### src/rtl/cover_toggle_collector.sv
// cover_toggle_collector
//
// Hardware sink for the toggle-coverage valid-vector interface. Every hit
// strobe on `valid` is folded into a sticky covered bitmap. The global index
// of each newly covered point is queued exactly once and offered on a
// valid/ready stream for the coverage readout path.
//
// Ports
//   clock          in   1                 rising-edge clock
//   reset          in   1                 synchronous active-high reset
//   valid          in   WIDTH             per-point hit strobes
//   clear          in   1                 synchronous coverage clear (same as reset)
//   out_valid      out  1                 FIFO head holds an index
//   out_ready      in   1                 consumer accepts the head
//   out_index      out  IDX_W             COVER_INDEX + bit position, 0 when empty
//   covered        out  WIDTH             sticky hit bitmap
//   covered_count  out  $clog2(WIDTH+1)   registered popcount of covered
//   all_covered    out  1                 every point has been hit
module cover_toggle_collector #(
    parameter int              WIDTH       = 29,
    parameter longint unsigned COVER_INDEX = 0,
    parameter int              FIFO_DEPTH  = 4,
    parameter int              IDX_W       = 64
) (
    input  logic                       clock,
    input  logic                       reset,
    input  logic [WIDTH-1:0]           valid,
    input  logic                       clear,
    output logic                       out_valid,
    input  logic                       out_ready,
    output logic [IDX_W-1:0]           out_index,
    output logic [WIDTH-1:0]           covered,
    output logic [$clog2(WIDTH+1)-1:0] covered_count,
    output logic                       all_covered
);

    localparam int BW   = (WIDTH > 1) ? $clog2(WIDTH) : 1;
    localparam int PW   = $clog2(FIFO_DEPTH);
    localparam int CNTW = $clog2(FIFO_DEPTH + 1);
    localparam int CW   = $clog2(WIDTH + 1);
    localparam logic [IDX_W-1:0] COVER_BASE = IDX_W'(COVER_INDEX);

    logic [WIDTH-1:0] r_covered;
    logic [WIDTH-1:0] r_pending;
    logic [CW-1:0]    r_covered_count;
    logic [IDX_W-1:0] r_mem [FIFO_DEPTH];
    logic [PW-1:0]    r_rd_ptr;
    logic [PW-1:0]    r_wr_ptr;
    logic [CNTW-1:0]  r_count;

    logic             w_flush;
    logic             w_found;
    logic [BW-1:0]    w_bit;
    logic             w_pop;
    logic             w_push;
    logic [WIDTH-1:0] w_push_mask;
    logic [WIDTH-1:0] w_new;
    logic [WIDTH-1:0] w_covered_nxt;
    logic [WIDTH-1:0] w_pending_nxt;
    logic [IDX_W-1:0] w_push_index;

    function automatic logic [CW-1:0] popcount(input logic [WIDTH-1:0] v);
        logic [CW-1:0] n;
        n = '0;
        for (int i = 0; i < WIDTH; i++) begin
            n = n + CW'(v[i]);
        end
        return n;
    endfunction

    // Lowest set pending bit; scanning downward lets the last match win.
    always_comb begin
        w_found = 1'b0;
        w_bit   = '0;
        for (int i = WIDTH - 1; i >= 0; i--) begin
            if (r_pending[i]) begin
                w_found = 1'b1;
                w_bit   = BW'(i);
            end
        end
    end

    assign w_flush       = reset | clear;
    assign w_pop         = out_valid & out_ready;
    // A full FIFO still accepts a push when the head leaves in the same cycle.
    assign w_push        = w_found & ((r_count != CNTW'(FIFO_DEPTH)) | w_pop);
    assign w_push_mask   = w_push ? (WIDTH'(1) << w_bit) : '0;
    assign w_new         = valid & ~r_covered;
    assign w_covered_nxt = r_covered | valid;
    // pending is always a subset of covered, so a bit being pushed can never
    // be re-set by w_new in the same cycle.
    assign w_pending_nxt = (r_pending & ~w_push_mask) | w_new;
    assign w_push_index  = IDX_W'(w_bit) + COVER_BASE;

    always_ff @(posedge clock) begin
        if (w_flush) begin
            r_covered       <= '0;
            r_pending       <= '0;
            r_covered_count <= '0;
            r_rd_ptr        <= '0;
            r_wr_ptr        <= '0;
            r_count         <= '0;
        end else begin
            r_covered       <= w_covered_nxt;
            r_pending       <= w_pending_nxt;
            r_covered_count <= popcount(w_covered_nxt);
            if (w_push) r_wr_ptr <= r_wr_ptr + PW'(1);
            if (w_pop)  r_rd_ptr <= r_rd_ptr + PW'(1);
            r_count <= r_count + CNTW'(w_push) - CNTW'(w_pop);
        end
    end

    // Storage carries no reset; out_index is masked while the FIFO is empty.
    always_ff @(posedge clock) begin
        if (w_push && !w_flush) r_mem[r_wr_ptr] <= w_push_index;
    end

    assign out_valid     = (r_count != '0);
    assign out_index     = out_valid ? r_mem[r_rd_ptr] : '0;
    assign covered       = r_covered;
    assign covered_count = r_covered_count;
    assign all_covered   = &r_covered;

endmodule

### config.mk
export PLATFORM = sky130hd
export DESIGN_NAME = cover_toggle_collector
export DESIGN_NICKNAME = d
export VERILOG_FILES = /design/src/rtl/cover_toggle_collector.sv
export SDC_FILE = /design/constraint.sdc
export NUM_CORES = 1
export LEC_CHECK = 0
export CORE_UTILIZATION = 45
export CTS_CLUSTER_SIZE = 10
export DETAILED_ROUTE_END_ITERATION = 10
export PLACE_DENSITY = 0.81
export SLEW_MARGIN = 15
export SYNTH_ARGS = -nofsm -noshare
export SYNTH_HDL_FRONTEND = slang
export SYNTH_SLANG_ARGS = --single-unit
### constraint.sdc
create_clock -name clock -period 6.6 [get_ports clock]
set_clock_uncertainty 0.1 [all_clocks]
set_input_delay 1.32 -clock clock [delete_from_list [all_inputs] [get_ports clock]]
set_output_delay 1.32 -clock clock [all_outputs]
set_load 0.02 [all_outputs]
# After elaboration in Yosys (flattened, before gate mapping)

Memory sizes are Yosys's and may differ from the RTL's. A register that Yosys moved wholly into a read port is not among the register bits.
Cells that the tools add are included.

Bits in registers: 70
Bits in latches: 0
Bits in writable memories: 20
ROM bits: 0
Bits of input ports: 33
Output and inout port bits: 100
Word-level logic and storage cells: 119
Memories kept: 1

Memory list:

| name  | words | bits a word | rd ports | clocked after memory_dff | wr ports | line | RTL |
|---|---|---|---|---|---|---|---|
| r_mem | 4     | 5           | 1        | 1                        | 1        | 46   | `logic [IDX_W-1:0] r_mem [FIFO_DEPTH];` |

$add $sub $neg: 32
Multipliers: 0
Div/mod/pow operators: 0
$lt $le $gt $ge: 0
Equal/unequal tests: 1
Shifts and indexed selects: 1
Muxes and demuxes: 64
Bitwise gates (word level): 10
Reductions and logical operators: 4

Operator list:

| kind                   | number |
|---|---|
| $mux W5                | 29 |
| $add A5 B1 Y5          | 24 |
| $mux W64               | 1 |
| $and A29 B29 Y29       | 2 |
| $not A29 Y29           | 2 |
| $or A29 B29 Y29        | 2 |
| $mux W1                | 31 |
| $mux W29               | 1 |
| $reduce_and A29 Y1     | 1 |
| $shl A1 B5 Y29 const A | 1 |
| $add A4 B1 Y5          | 1 |
| $add A2 B1 Y2 const B  | 2 |
| $add A3 B1 Y4          | 1 |
| $mux W2                | 2 |
| $add A2 B1 Y3          | 1 |
| $add A3 B1 Y3          | 1 |
| $ne A3 B3 Y1 const B   | 1 |
| $reduce_bool A3 Y1     | 1 |
| $sub A3 B1 Y3          | 1 |
| $add A1 B1 Y2          | 1 |
| $and A1 B1 Y1          | 2 |
| $or A1 B1 Y1           | 2 |
| $logic_and A1 B1 Y1    | 1 |
| $logic_not A1 Y1       | 1 |

# Depth between registers and ports, before layout

Depth after elaboration: 34
Mapped depth: 17
Gate-level depth less buffers: 17

# Worst setup path before layout

Ideal clock, no wire load.

Kind: input-to-reg
Start: in valid[27]
End: reg r_covered_count[4] (netlist: covered_count[4])
Setup time: 0.128 ns
Data arrival time: 6.219 ns
Data required time: 6.372 ns
Path slack: 0.154 ns
Stages: 17
Buffers on the path: 0
Cells stage by stage: or2_2 -> fa_1 -> inv_1 -> fa_1 -> inv_1 -> fa_1 -> inv_1 -> fa_1 -> fa_1 -> inv_1 -> fa_1 -> fa_1 -> fa_1 -> a21o_1 -> a21oi_1 -> xor2_1 -> nor2_1

Word-level cells in the longest chain between the ends: 3

RTL lines:

| item                       | line | RTL |
|---|---|---|
| start: declaration         | 27   | `input logic [WIDTH-1:0] valid,` |
| $or A29 B29 Y29            | 89   | `assign w_covered_nxt = r_covered \| valid;` |
| $add A5 B1 Y5 (2 in a row) | 66   | `n = n + CW'(v[i]);` |
| end signal: assignment     | 106  | `r_covered_count <= popcount(w_covered_nxt);` |
| end: declaration           | 45   | `logic [CW-1:0] r_covered_count;` |

Every way passes these cells.
A chain may end at the register's enable or synchronous reset.

# Final worst setup path

Start: in valid[25]
End: reg r_covered_count[4] (netlist: covered_count[4])

Word-level cells in the longest chain between the ends: 5

RTL lines:

| item                       | line | RTL |
|---|---|---|
| $or A29 B29 Y29            | 89   |  |
| via w_covered_nxt[25]      | 58   | `logic [WIDTH-1:0] w_covered_nxt;` |
| $add A5 B1 Y5 (4 in a row) | 66   |  |

The timed path passes the listed nets, and every way through them passes these cells.

==> results.rst <==
.. list-table::
   :header-rows: 1

   * - Metric
     - Value
   * - Worst-Skew Late Latency
     - 0.34 ns
   * - First drt pass iteration count
     - 6
   * - Vias in the first global route
     - 3882
   * - Shortest clock period the worst path allows after layout
     - 6.40 ns
   * - Cell type with the highest aggregate area in the netlist
     - dfxtp_1
   * - Violation count after the first detailed-routing iteration
     - 315
   * - Worst-case clock buffer depth
     - 2
   * - Area fraction of the dominant cell type after synthesis
     - 28.4%
   * - Synthesized area per cell
     - 9.51 sq um
   * - Proportion of synthesized chip area in sequential cells
     - 40.2%
   * - Clock tree sinks
     - 92
   * - Count of boundary I/O pins
     - 133
   * - Wire length of the first global-routing pass
     - 19800 um
   * - Die area
     - 0.0117 sq mm
   * - Post CTS Setup Buffer Count
     - 0
   * - Worst setup path class
     - in2reg
   * - HPWL reported at the end of detailed placement
     - 9490 um
   * - Leakage power figure
     - 0.00249 uW
   * - Hold-fix buffer count after cts
     - 0
   * - Setup crit end kind
     - flip-flop
   * - Slew Limit Headroom
     - 46.6%
   * - Most frequently used flop master after synthesis
     - dfxtp_1
   * - Routed length per placed instance
     - 16.3 um
   * - Largest net degree at the start of global routing
     - 39
   * - Cell Pwr Density
     - 347 mW/mm^2
   * - Cell area after placement
     - 0.00573 sq mm
   * - Fin area
     - 0.00607 sq mm
   * - Clock root buffer
     - clkbuf_16
   * - Hold WC Path Type
     - reg2reg
   * - Startpoint Class
     - input pin
   * - Crit path DAT
     - 6.50 ns
   * - Final routed DRC violation total
     - 0
   * - Total of max-cap violations
     - 0
   * - Total setup violations reported at the end of the flow
     - 0
   * - Maximum vdd ir drop
     - 575 uV
   * - H-tree levels
     - 3
   * - Chip width
     - 108 um
   * - Signed area change from the synthesized netlist to the final layout
     - 19.5%
   * - Filler instances
     - 941
   * - Setup total negative slack
     - 0 ns
   * - Most area-consuming cells after synthesis
     - dfxtp_1, edfxtp_1, buf_4
   * - Number of instances in the synthesized netlist
     - 534
   * - TritonCTS clock tree
     - yes
   * - Starting Density
     - 46.4%
   * - Routability congestion estimate from global placement
     - 0.887
   * - Post-synth ARST share
     - 0%
   * - Area occupied by registers
     - 0.00204 sq mm
   * - Number of pins with negative max-slew slack in the final report
     - 0
   * - Total wire length
     - 12300 um
   * - Status
     - finished, final reports clean
   * - Average via count per standard cell
     - 5.23
   * - Die Height
     - 108 um
   * - Number of input and output port buffers inserted
     - 73
   * - All-layer global routing usage
     - 22.3%
   * - Share of layout cells above drive strength 1
     - 8.50%
   * - Cell variety after synth
     - 56
   * - Largest fanout on the critical path
     - 2
   * - Antenna Diode Count
     - 0
   * - Required time worst endpoint
     - 6.70 ns
   * - Combined area of the multi-input logic cells
     - 0.00267 sq mm
   * - Post-route clock period utilization
     - 97.0%
   * - Count of state elements after synthesis
     - 92
   * - Antenna violations before repair
     - 0
   * - Number of endpoints with negative hold slack in the final report
     - 0
   * - Via count
     - 3935
   * - Cell area after synthesis
     - 0.00508 sq mm
   * - Antenna Violating Nets Remaining
     - 0
   * - RSZ-0062 raised after global routing
     - false
   * - Number of buffers added by the clock tree synthesis step
     - 9
   * - Core area
     - 0.0109 sq mm
   * - NumNets Final
     - 674
   * - Slew @ Worst Pin
     - 0.800 ns
   * - Number of synthesized flops with an enable pin
     - 20
   * - Clock transition time at the flip-flop clock pins of the worst setup and hold paths
     - 0.06 ns
   * - Standard-cell row count
     - 38
   * - Highest Clock Rate
     - 156 MHz
   * - Overall overflow remaining after global route
     - 0
   * - Count of synthesis-stage warnings from yosys
     - 0
cell usage in the layout, fill, tap and decap left out, types with 2 or more instances in the layout:
cell type	netlist	final
nor2_1	77	77
nor2b_1	23	23
inv_1	28	27
dfxtp_1	72	72
xnor2_1	4	4
fa_1	22	20
nand3_2	2	2
nand3_1	5	5
a21o_1	4	4
clkinv_2	0	3
a21oi_1	28	27
o311ai_0	2	2
nand2_1	11	11
o31ai_1	2	2
or2_2	15	12
nor3b_1	2	2
clkdlybuf4s50_1	0	72
mux4_2	5	5
ha_1	12	12
or2_4	0	3
inv_2	1	2
edfxtp_1	20	20
a31oi_1	7	7
fa_2	0	2
nor4_1	7	7
or4_1	3	3
conb_1	1	59
nand2b_1	16	16
xor2_1	5	5
and3_1	6	6
nand4_1	5	5
buf_4	59	3
or3_1	2	2
o21ai_0	21	21
and2_1	20	20
clkbuf_16	0	10
nor3_1	7	7
o41ai_1	7	7
per-stage QoR:
| step | hold slack (ns) | setup WS (ns) | std cells | util [%] | total power, uW |
|---|---|---|---|---|---|
| 2_1_floorplan | 0.364 | 0.154 | 592 | - | 1310 |
| 3_5_place_dp | 0.390 | -0.521 | 736 | 52.4 | 1540 |
| 6_report | 0.404 | 0.201 | 752 | 55.5 | 2110 |
| 4_1_cts | 0.400 | 0.0298 | 752 | 55.4 | 2110 |
| 5_1_grt | 0.427 | 0.00144 | 752 | 55.5 | 2250 |
| 3_3_place_gp | 0.386 | -0.383 | 736 | 52.4 | 1480 |
path summary, 6_finish.rpt:
check	cells after the start	slack [ns]	end	startpoint
worst max-delay path	18	0.20	covered_count[4]$_SDFF_PP0_	valid[25]
worst min-delay path	2	0.40	r_pending[1]$_SDFF_PP0_	r_pending[1]$_SDFF_PP0_
worst max register to register	17	1.18	covered_count[4]$_SDFF_PP0_	covered[27]$_SDFF_PP0_
worst min register to register	2	0.40	r_pending[1]$_SDFF_PP0_	r_pending[1]$_SDFF_PP0_
routing by layer:
metal / global-route usage [%] / vias up / wire length [um]
li1: - / 1852 / -
met1: 26.8 / 1889 / 4950
met2: 39.4 / 170 / 6260
met3: 3.62 / 24 / 677
met4: 9.69 / 0 / 370
met5: 0 / - / 0
flip-flops by register name, indices dropped and copies added, names as in the netlist, named ones only:
register,flops
r_rd_ptr,2
r_pending,29
covered_count,5
covered,29
r_count,3
r_wr_ptr,2
r_mem,20
synthesized netlist by cell type (5+ instances only):
cell,instances
ha_1,12
inv_1,28
dfxtp_1,72
nand2_1,11
nand2b_1,16
a21oi_1,28
nand3_1,5
and3_1,6
o21ai_0,21
o41ai_1,7
a31oi_1,7
buf_4,59
xor2_1,5
or2_2,15
nand4_1,5
edfxtp_1,20
nor4_1,7
and2_1,20
nor3_1,7
clkbuf_1,9
mux4_2,5
nor2b_1,23
fa_1,22
nor2_1,77
logic make-up (layout without fill, tap and decap cells):
| logic type | Yosys count | in the layout | share of synthesized area, % |
|---|---|---|---|
| AO/OA/AOI/OAI | 83 | 83 | 10.5 |
| XOR/XNOR | 9 | 9 | 1.55 |
| adder cells (fa/ha/maj) | 34 | 34 | 11.6 |
| buffers and inverters | 101 | 121 | 11.9 |
| flip-flops | 92 | 92 | 40.2 |
| multiplexers | 6 | 6 | 2.42 |
| other | 1 | 59 | 0.0739 |
| AND/OR/NAND/NOR | 208 | 208 | 21.7 |
report_power, final:
part | internal [uW] | switching (uW) | total [uW]
registers | 617 | 31.7 | 649
clock network | 327 | 215 | 542
logic | 421 | 496 | 917
cell type report:
| class | count | area share (%) |
|---|---|---|
| clock buffers | 11 | 4.35 |
| clock inverters | 5 | 0.928 |
| inverters | 29 | 1.79 |
| multi-input cells | 399 | 43.9 |
| flip-flops and latches | 92 | 33.6 |
| well taps | 140 | 2.89 |
| repair buffers | 76 | 12.5 |
what timing repair did:
action                                  CTS  global route
resized for setup                         4             4
endpoints found under the setup margin    1             1
pin swaps                                 1            10
worst max-delay path: stages:
cell	delay, ns
clkdlybuf4s50_1	0.42
or2_4	0.27
fa_1	0.51
inv_1	0.06
fa_1	0.52
inv_2	0.05
fa_1	0.50
inv_1	0.05
fa_1	0.47
fa_1	0.52
inv_1	0.05
fa_1	0.47
fa_2	0.43
fa_2	0.35
a21o_1	0.17
a21oi_2	0.13
xor2_1	0.15
nor2_1	0.05
(Power assumes the default switching activity.)
